File: src/rtl/seq_detect_param.sv
// Parameterised KMP sequence detector: Mealy match flag, registered progress, saturating match count.
// Optional match counter is compiled in with macro SEQ_DETECT_PARAM_CNT_EN; otherwise match_cnt is tied to 0.
module seq_detect_param #(
    parameter int SYM_W   = 1,
    parameter int PAT_LEN = 5,
    parameter     PATTERN = 5'b00111,
    parameter int CNT_W   = 8
) (
    input  logic                           clk,
    input  logic                           rst,
    input  logic                           din_valid,
    input  logic [SYM_W-1:0]               din,
    input  logic                           overlap_en,
    output logic                           pattern,
    output logic [$clog2(PAT_LEN+1)-1:0]   progress,
    output logic [CNT_W-1:0]               match_cnt
);

    localparam int PW  = $clog2(PAT_LEN + 1);
    localparam int TBL = 1 << PW;

    typedef logic [TBL-1:0][SYM_W-1:0] sym_tbl_t;
    typedef logic [TBL-1:0][PW-1:0]    fail_tbl_t;

    if (SYM_W < 1 || SYM_W > 8) begin : g_bad_sym_w
        $error("seq_detect_param: SYM_W must be in 1..8");
    end
    if (PAT_LEN < 2 || PAT_LEN > 16) begin : g_bad_pat_len
        $error("seq_detect_param: PAT_LEN must be in 2..16");
    end
    if ($bits(PATTERN) != PAT_LEN * SYM_W) begin : g_bad_pattern
        $error("seq_detect_param: PATTERN width must equal PAT_LEN*SYM_W");
    end

    // Entry i holds pattern symbol i (symbol 0 is the first one received).
    function automatic sym_tbl_t build_syms();
        sym_tbl_t t;
        t = '0;
        for (int i = 0; i < PAT_LEN; i++) begin
            t[i] = PATTERN[(PAT_LEN-1-i)*SYM_W +: SYM_W];
        end
        return t;
    endfunction

    // Entry n = longest proper prefix-suffix length of the first n pattern symbols.
    function automatic fail_tbl_t build_fail(input sym_tbl_t s);
        fail_tbl_t      f;
        logic [PW-1:0]  k;
        logic [PW-1:0]  ii;
        f = '0;
        k = '0;
        for (int i = 1; i < PAT_LEN; i++) begin
            ii = PW'(i);
            for (int j = 0; j < PAT_LEN; j++) begin
                if (k != '0 && s[ii] != s[k]) begin
                    k = f[k];
                end
            end
            if (s[ii] == s[k]) begin
                k = k + PW'(1);
            end
            f[PW'(i + 1)] = k;
        end
        return f;
    endfunction

    localparam sym_tbl_t      SYMS     = build_syms();
    localparam fail_tbl_t     FAIL     = build_fail(SYMS);
    localparam logic [PW-1:0] LAST     = PW'(PAT_LEN - 1);
    localparam logic [PW-1:0] FULL_LPS = FAIL[PAT_LEN];

    logic [PW-1:0] progress_q;
    logic [PW-1:0] progress_d;
    logic [PW-1:0] k_s;
    logic          match_s;

    assign match_s  = din_valid && (progress_q == LAST) && (din == SYMS[LAST]);
    assign progress = progress_q;

    // State register.
    always_ff @(posedge clk) begin
        if (rst) begin
            progress_q <= '0;
        end else begin
            progress_q <= progress_d;
        end
    end

    // Next state: follow the failure chain until din extends a prefix or the chain bottoms out.
    always_comb begin
        progress_d = progress_q;
        k_s        = progress_q;
        if (!din_valid) begin
            progress_d = progress_q;
        end else if (match_s) begin
            progress_d = overlap_en ? FULL_LPS : '0;
        end else begin
            for (int j = 0; j < PAT_LEN; j++) begin
                if (k_s != '0 && SYMS[k_s] != din) begin
                    k_s = FAIL[k_s];
                end else begin
                    k_s = k_s;
                end
            end
            if (SYMS[k_s] == din) begin
                progress_d = k_s + PW'(1);
            end else begin
                progress_d = '0;
            end
        end
    end

    // Mealy output, forced low during reset.
    always_comb begin
        pattern = 1'b0;
        if (!rst && match_s) begin
            pattern = 1'b1;
        end else begin
            pattern = 1'b0;
        end
    end

`ifdef SEQ_DETECT_PARAM_CNT_EN
    logic [CNT_W-1:0] match_cnt_q;
    logic [CNT_W-1:0] match_cnt_d;

    // Saturating match counter next value.
    always_comb begin
        match_cnt_d = match_cnt_q;
        if (match_s && (match_cnt_q != {CNT_W{1'b1}})) begin
            match_cnt_d = match_cnt_q + CNT_W'(1);
        end else begin
            match_cnt_d = match_cnt_q;
        end
    end

    // Match counter register.
    always_ff @(posedge clk) begin
        if (rst) begin
            match_cnt_q <= '0;
        end else begin
            match_cnt_q <= match_cnt_d;
        end
    end

    assign match_cnt = match_cnt_q;
`else
    assign match_cnt = '0;
`endif

endmodule

File: config.mk
export PLATFORM = sky130hd
export DESIGN_NAME = seq_detect_param
export DESIGN_NICKNAME = d
export VERILOG_FILES = /design/src/rtl/seq_detect_param.sv
export SDC_FILE = /design/constraint.sdc
export NUM_CORES = 1
export LEC_CHECK = 0
export ABC_AREA = 1
export CORE_AREA = 2 2 39 41
export DETAILED_ROUTE_END_ITERATION = 10
export DIE_AREA = 0 0 41 43
export PLACE_DENSITY = 0.73
export SYNTH_ARGS = -nofsm -noshare
export SYNTH_HDL_FRONTEND = slang
export SYNTH_SLANG_ARGS = --single-unit
File: constraint.sdc
create_clock -name clk -period 2.1 [get_ports clk]
set_input_delay 0.315 -clock clk [delete_from_list [all_inputs] [get_ports clk]]
set_output_delay 0.315 -clock clk [all_outputs]
set_load 0.01 [all_outputs]
==> results of run 1 <==
-- power groups by stage --
stage               logic, mW  clock network [mW]  registers (mW)
global route            0.105               0.123           0.101
detailed placement     0.0761                   0           0.101
finish                 0.0951               0.116           0.101
global placement       0.0731                   0           0.101
CTS                    0.0821               0.120          0.0999
floorplan              0.0528                   0           0.103
-- area by class of cell --
class,count,area (µm²),area share
Clock buffer,4,26.3,0.0325
Multi-Input combinational cell,60,420,0.520
Timing Repair Buffer,22,183,0.226
Inverter,15,56.3,0.0697
Tap cell,16,20.0,0.0248
Sequential cell,5,103,0.127
-- cell families (layout without fill, tap and decap cells) --
| logic type | count (synthesis) | in the layout |
|---|---|---|
| and+or+nand+nor | 45 | 45 |
| buffers and inverters | 23 | 41 |
| AOI/OAI and AO/OA | 5 | 5 |
| DFF | 5 | 5 |
| adders and majority gates | 2 | 2 |
| other | 1 | 8 |
-- critical path, stage by stage, from the launching register on --
cell and delay [ns]:
sky130_fd_sc_hd__dfxtp_2 0.34, sky130_fd_sc_hd__nor2_4 0.12, sky130_fd_sc_hd__nand2_2 0.08, sky130_fd_sc_hd__nand2_4 0.11, sky130_fd_sc_hd__nand2_4 0.07, sky130_fd_sc_hd__nand3_4 0.09, sky130_fd_sc_hd__nand2_2 0.06, sky130_fd_sc_hd__nand2_2 0.10
sky130_fd_sc_hd__nand3_2 0.07, sky130_fd_sc_hd__nand2_2 0.10, sky130_fd_sc_hd__inv_2 0.05, sky130_fd_sc_hd__ha_4 0.25, sky130_fd_sc_hd__nand2_1 0.04, sky130_fd_sc_hd__nand3b_1 0.17, sky130_fd_sc_hd__nand2_1 0.10, sky130_fd_sc_hd__nand4_1 0.09
sky130_fd_sc_hd__nor2_1 0.12
-- layer usage --
layer | share of wire | up-vias | GRT usage
met5 | 0 | - | 0
met3 | 0.060 | 2 | 0.0209
li1 | - | 293 | -
met1 | 0.35 | 268 | 0.190
met2 | 0.58 | 18 | 0.313
met4 | 0.015 | 0 | 0.120
-- placed cells by master, fill, tap and decap left out, drive strengths merged --
cell | netlist | final
clkdlybuf4s50 | 0 | 6
a21oi | 3 | 3
nor2 | 7 | 7
conb | 1 | 8
o21ai | 1 | 1
nand4 | 5 | 5
inv | 15 | 15
clkbuf | 0 | 4
nand3b | 1 | 1
dfxtp | 5 | 5
buf | 8 | 15
nand3 | 11 | 11
ha | 2 | 2
nand2 | 21 | 21
clkdlybuf4s15 | 0 | 1
o2111ai | 1 | 1
-- repair_timing --
action,CTS,global route
pin swaps,4,12
setup buffers,2,1
setup endpoints to repair,5,5
gates resized for setup,8,14
-- worst paths after layout --
path | startpoint | end | cells past startpoint
worst max-delay path | progress[0]$_SDFFE_PP0P_ | flop | 16
worst min-delay path | progress[2]$_SDFFE_PP0P_ | progress[2]$_SDFFE_PP0P_ | 3
worst max register to register | progress[0]$_SDFFE_PP0P_ | flop | 16
worst min register to register | progress[2]$_SDFFE_PP0P_ | progress[2]$_SDFFE_PP0P_ | 3
-- through the flow --
step	utilization	instance area [µm²]
2_1_floorplan	-	557
3_3_place_gp	0.489	677
3_5_place_dp	0.489	677
4_1_cts	0.540	747
5_1_grt	0.584	808
6_report	0.584	808
==> flow_metrics.tcl, run 1 <==
set metrics [dict create \
    yosys.cell_types.count 18 \
    vias_per_cell 4.76 \
    place.gp.congestion 0.733 \
    synth_top_cells_by_count "sky130_fd_sc_hd__inv_1 (15), sky130_fd_sc_hd__nand2_1 (14), sky130_fd_sc_hd__buf_4 (8), sky130_fd_sc_hd__nand3_1 (8), sky130_fd_sc_hd__nand2_2 (6)" \
    post_synth_inst_count 81 \
    dp_hpwl_um 994 \
    path_type_of_the_worst_setup_path "reg2reg" \
    synth_most_common_cell "sky130_fd_sc_hd__inv_1" \
    lkg_pwr_nw 0.394 \
    cell_type_with_the_highest_aggregate_area_in_the_netlist "sky130_fd_sc_hd__dfxtp_1" \
    route.detailed.drc 0 \
    cap_violations 0 \
    filler_instances 132 \
    synth_edf_count 0 \
    post_layout_worst_setup_margin_ns 0.0692 \
    max_freq_mhz 492 \
    worst_ir_drop_vdd_mv 0.288 \
    number_of_flip_flops_and_latches_in_the_synthesized_netlist 5 \
    fin_nets 114 \
    maximum_number_of_pins_on_one_net_before_global_route_repair 6 \
    share_seq_of_total_power 0.323 \
    clock-root-buffer "sky130_fd_sc_hd__clkbuf_4" \
    grt_overflow_total 0 \
    synth_compound_gate_area_share 0.0825 \
    synth_simple_gate_area_share 0.455 \
    ff2ff_setup_slack_ns 0.07 \
    power.internal_mw 0.212 \
    antenna_cells 0 \
    outcome "finished clean" \
    synth_ff_type "sky130_fd_sc_hd__dfxtp_1" \
    design.die.area_um2 1760 \
    clock_power_share 0.373 \
    grt_pass1_vias 543 \
    hold_slack_ns 0.688 \
    syn-mean-instance-area_um2 6.55 \
    netSwitchingPower_mw 0.100 \
    syn_to_final_growth_pct 52.4 \
    layoutNonFillerInstCount 122 \
    antenna_left 0 \
    place.port_buffers 7 \
    worstSetupStartpointType "flop" \
    final_hold_viol_count 0 \
    path_clk_slew_ns 0.05 \
    post_synth_fa_ha_maj_area_fraction 0.0472 \
    postRouteWirelength_um 1340 \
    initial_core_util 0.383 \
    cp_max_fo 4 \
    layout_worst_path_cycle_share 0.967 \
    io_pins 17 \
    hold_class "reg2reg" \
    final.min_clock_period_ns 2.03 \
    netlist_area_before_placement_um2 531 \
    synth_warnings 0 \
    power_density_nw_per_um2 387 \
    htree_num_levels 1 \
    clock_tree.buffer_depth 2 \
    numPlacedInstances 115 \
    final-setup-viol-count 0 \
    cp-end-kind "flop" \
    number_of_buffers_created_by_cts 3 \
    standard_cell_rows 14 \
    rsz0062_at_grt "yes" \
    synth_mux_area_frac 0 \
    synth-async-reset-ratio 0 \
    drt_pre_antenna_iters 4 \
    sw_frac_of_total 0.321 \
    tritoncts "yes" \
    clk_latency_ns 0.25 \
    fin_setup_tns_ns 0 \
    grt_antenna_before_repair 0 \
    worstPathArrival_ns 2.21 \
    synth.top_cell.area_share 0.189 \
    core_area_um2 1380 \
    slew_viol_final 0 \
    share_of_the_synthesized_netlist_area_taken_by_xor_and_xnor_gates 0 \
    dominant_combinational_cell_family_by_area_after_synthesis "simple AND/OR/NAND/NOR gates" \
    synth_top_cells_by_area "sky130_fd_sc_hd__dfxtp_1 (19%), sky130_fd_sc_hd__buf_4 (11%), sky130_fd_sc_hd__inv_1 (11%)" \
    route.detailed.wl_per_inst_um 11.0 \
    die_y_um 43 \
    layout-drive-gt1-share 0.443 \
    post_cts_hold_buffer_count 0 \
    num_vias 581 \
    drt-initial-drc-count 16 \
    worst-endpoint-required_ns 2.28 \
    combPwrFrac 0.304 \
    grt_first_pass_wirelength_um 2170 \
    grt.total_usage 0.182 \
    clock-sinks 5 \
    fraction_of_the_yosys_area_taken_by_sequential_cells 0.189 \
    dp_slack_ns -0.419 \
    total_power_mw 0.312 \
    die_width_um 41 \
    worst_clock_skew_ns 0.00466 \
]
No activity file was read; power rests on OpenSTA's default activity.
==> run 2, diff against run 1 <==
--- a/config.mk
+++ b/config.mk
@@ -5,11 +5,11 @@
 export SDC_FILE = /design/constraint.sdc
 export NUM_CORES = 1
 export LEC_CHECK = 0
-export ABC_AREA = 1
 export CORE_AREA = 2 2 39 41
 export DETAILED_ROUTE_END_ITERATION = 10
 export DIE_AREA = 0 0 41 43
-export PLACE_DENSITY = 0.73
+export GPL_TIMING_DRIVEN = 0
+export PLACE_DENSITY = 0.7
 export SYNTH_ARGS = -nofsm -noshare
 export SYNTH_HDL_FRONTEND = slang
 export SYNTH_SLANG_ARGS = --single-unit
==> flow_metrics.tcl, run 2 <==
set metrics [dict create \
    cp_max_fo 7 \
    layout-drive-gt1-share 0.282 \
    clock-sinks 5 \
    place.port_buffers 5 \
    grt_pass1_vias 363 \
    final-setup-viol-count 0 \
    vias_per_cell 4.86 \
    grt.total_usage 0.127 \
    post_synth_inst_count 62 \
    grt_first_pass_wirelength_um 1550 \
    clock_tree.buffer_depth 2 \
    filler_instances 152 \
    timing.critical_path.cells "nor3b_1 > a211oi_2 > nand3_2 > ha_1 > nand4b_1 > a311o_1 > mux2i_1" \
    drt-initial-drc-count 2 \
    final_hold_viol_count 0 \
    postRouteWirelength_um 1000 \
    worst_clock_skew_ns 0.00393 \
    worst-endpoint-required_ns 2.26 \
    yosys.cell_types.count 31 \
    clock_power_share 0.411 \
    post_cts_hold_buffer_count 0 \
    syn_to_final_growth_pct 31.3 \
    place.gp.congestion 0.759 \
    sw_frac_of_total 0.245 \
    die_width_um 41 \
    cap_violations 0 \
    number_of_flip_flops_and_latches_in_the_synthesized_netlist 5 \
    slew_viol_final 0 \
    cp_slowest_stage_delay_ns 0.37 \
    synth_most_common_cell "sky130_fd_sc_hd__buf_4" \
    synth-async-reset-ratio 0 \
    route.detailed.drc 0 \
    finish.utilization 0.474 \
    worst_hold_path.endpoint "progress[0]$_SDFFE_PP0P_" \
    synth_ff_type "sky130_fd_sc_hd__dfxtp_1" \
    lkg_pwr_nw 0.313 \
    route.detailed.wl_per_inst_um 10.6 \
    path_type_of_the_worst_setup_path "reg2reg" \
    cts.repair_timing.setup_buffer_count 0 \
    standard_cell_rows 14 \
    tritoncts "yes" \
    dp_slack_ns -0.00983 \
    cell_type_with_the_highest_aggregate_area_in_the_netlist "sky130_fd_sc_hd__dfxtp_1" \
    htree_num_levels 1 \
    cp-end-kind "flop" \
    timing.critical_path.max_delay_family "compound AO/OA/AOI/OAI gates" \
    outcome "finished clean" \
    grt_antenna_before_repair 0 \
    worst_ir_drop_vdd_mv 0.378 \
    io_pins 17 \
    number_of_buffers_created_by_cts 3 \
    worstSetupStartpointType "flop" \
    synth_top_cells_by_count "sky130_fd_sc_hd__buf_4 (9), sky130_fd_sc_hd__dfxtp_1 (5), sky130_fd_sc_hd__nor2_1 (5), sky130_fd_sc_hd__nor2b_1 (5), sky130_fd_sc_hd__inv_1 (4)" \
    hold_class "in2reg" \
    timing.critical_path.slowest_stage_cell "sky130_fd_sc_hd__a311o_1" \
    antenna_left 0 \
    timing.hold.worst_path_depth 4 \
    combPwrFrac 0.205 \
    post_layout_worst_setup_margin_ns 0.107 \
    ff2ff_setup_slack_ns 0.11 \
    core_area_um2 1380 \
    hold_path.startpoint "din_valid" \
    dp_hpwl_um 750 \
    cell_depth_of_the_worst_flop_to_flop_path 7 \
    antenna_cells 0 \
    final_cell_mix "sky130_fd_sc_hd__buf_4 (8), sky130_fd_sc_hd__conb_1 (8), sky130_fd_sc_hd__nor2_1 (5), sky130_fd_sc_hd__nor2b_1 (5), sky130_fd_sc_hd__clkdlybuf4s50_1 (5)" \
    syn-mean-instance-area_um2 8.05 \
    layout_worst_path_cycle_share 0.949 \
    clock-root-buffer "sky130_fd_sc_hd__clkbuf_4" \
    drt_pre_antenna_iters 4 \
    netSwitchingPower_mw 0.0638 \
    critPathBufInv 0 \
    fin_nets 86 \
    maximum_number_of_pins_on_one_net_before_global_route_repair 11 \
    final.min_clock_period_ns 1.99 \
    die_y_um 43 \
    rsz0062_at_grt "no" \
    fraction_of_the_yosys_area_taken_by_sequential_cells 0.201 \
    grt_overflow_total 0 \
    synth_warnings 0 \
    num_vias 457 \
    max_freq_mhz 502 \
    synth_edf_count 0 \
    synth_top_cells_by_area "sky130_fd_sc_hd__dfxtp_1 (20%), sky130_fd_sc_hd__buf_4 (14%), sky130_fd_sc_hd__nor2b_1 (6.3%)" \
    netlist_area_before_placement_um2 499 \
    clk_latency_ns 0.24 \
    power.internal_mw 0.197 \
    initial_core_util 0.361 \
    synth.top_cell.area_share 0.201 \
    worstPathArrival_ns 2.15 \
    power_density_nw_per_um2 398 \
    share_seq_of_total_power 0.384 \
    design.die.area_um2 1760 \
    path_clk_slew_ns 0.04 \
]
==> run 2: cells by family after synthesis <==
kind of cell	count (synthesis)	synth area share
buffers and inverters	15	0.195
adder cells (fa/ha/maj)	2	0.0501
other	1	0.00751
AO/OA/AOI/OAI	13	0.208
multiplexers	1	0.0201
AND/OR/NAND/NOR	25	0.318
flip-flops	5	0.201
==> run 2: worst max-delay path by stage <==
stage | from | endpoint | cells past startpoint
floorplan | progress[2]$_SDFFE_PP0P_ | flop | 9
global placement | progress[0]$_SDFFE_PP0P_ | flop | 8
detailed placement | progress[0]$_SDFFE_PP0P_ | flop | 8
CTS | progress[1]$_SDFFE_PP0P_ | flop | 8
global route | progress[2]$_SDFFE_PP0P_ | flop | 8
finish | flop | flop | 7
==> run 2: area by class of cell <==
class | count | area [µm²] | area share
tap | 16 | 20.0 | 0.0305
buffer | 11 | 86.3 | 0.132
sequential | 5 | 104 | 0.158
inverter | 4 | 15.0 | 0.0229
multi-input combinational | 49 | 354 | 0.540
clock buffer | 4 | 26.3 | 0.0401
timing repair buffer | 5 | 50.0 | 0.0763
==> run 2: what timing repair did <==
item | CTS | global route
gates resized for setup | 1 | 7
endpoints found under the setup margin | 3 | 5
pin swaps | 0 | 1
==> run 2: power groups by stage <==
stage	Clock (mW)	Combinational, mW	Sequential [mW]
global route	0.116	0.0589	0.100
CTS	0.111	0.0506	0.0995
floorplan	0	0.0404	0.101
global placement	0	0.0496	0.101
finish	0.107	0.0534	0.100
detailed placement	0	0.0503	0.101
==> run 2: metal layers <==
| metal | up-vias | track usage | wire (µm) |
|---|---|---|---|
| met2 | 15 | 0.203 | 489 |
| met5 | - | 0 | 0 |
| met3 | 0 | 0.0157 | 56 |
| li1 | 234 | - | - |
| met4 | 0 | 0.0600 | 0 |
| met1 | 208 | 0.159 | 454 |
==> run 2: worst min-delay path: stages <==
cell and delay, ns:
sky130_fd_sc_hd__clkbuf_1 0.18, sky130_fd_sc_hd__nor2b_1 0.15, sky130_fd_sc_hd__a31oi_1 0.06, sky130_fd_sc_hd__nor2_1 0.08
==> run 2: metrics by stage <==
step / TNS [ns] / power, mW / cells / instance area [µm²] / hold WS [ns]
CTS: 0 / 0.261 / 94 / 628 / 0.577
floorplan: 0 / 0.141 / 69 / 526 / 0.387
detailed placement: -0.0125 / 0.151 / 90 / 596 / 0.751
finish: 0 / 0.261 / 94 / 656 / 0.590
global route: 0 / 0.275 / 94 / 656 / 0.651
global placement: 0 / 0.151 / 90 / 596 / 0.742
==> run 3, diff against run 2 <==
--- a/config.mk
+++ b/config.mk
@@ -5,6 +5,7 @@
 export SDC_FILE = /design/constraint.sdc
 export NUM_CORES = 1
 export LEC_CHECK = 0
+export CAP_MARGIN = 10
 export CORE_AREA = 2 2 39 41
 export DETAILED_ROUTE_END_ITERATION = 10
 export DIE_AREA = 0 0 41 43
==> results of run 3 <==
The final DEF is identical to that of run 2; final timing and power are the same.
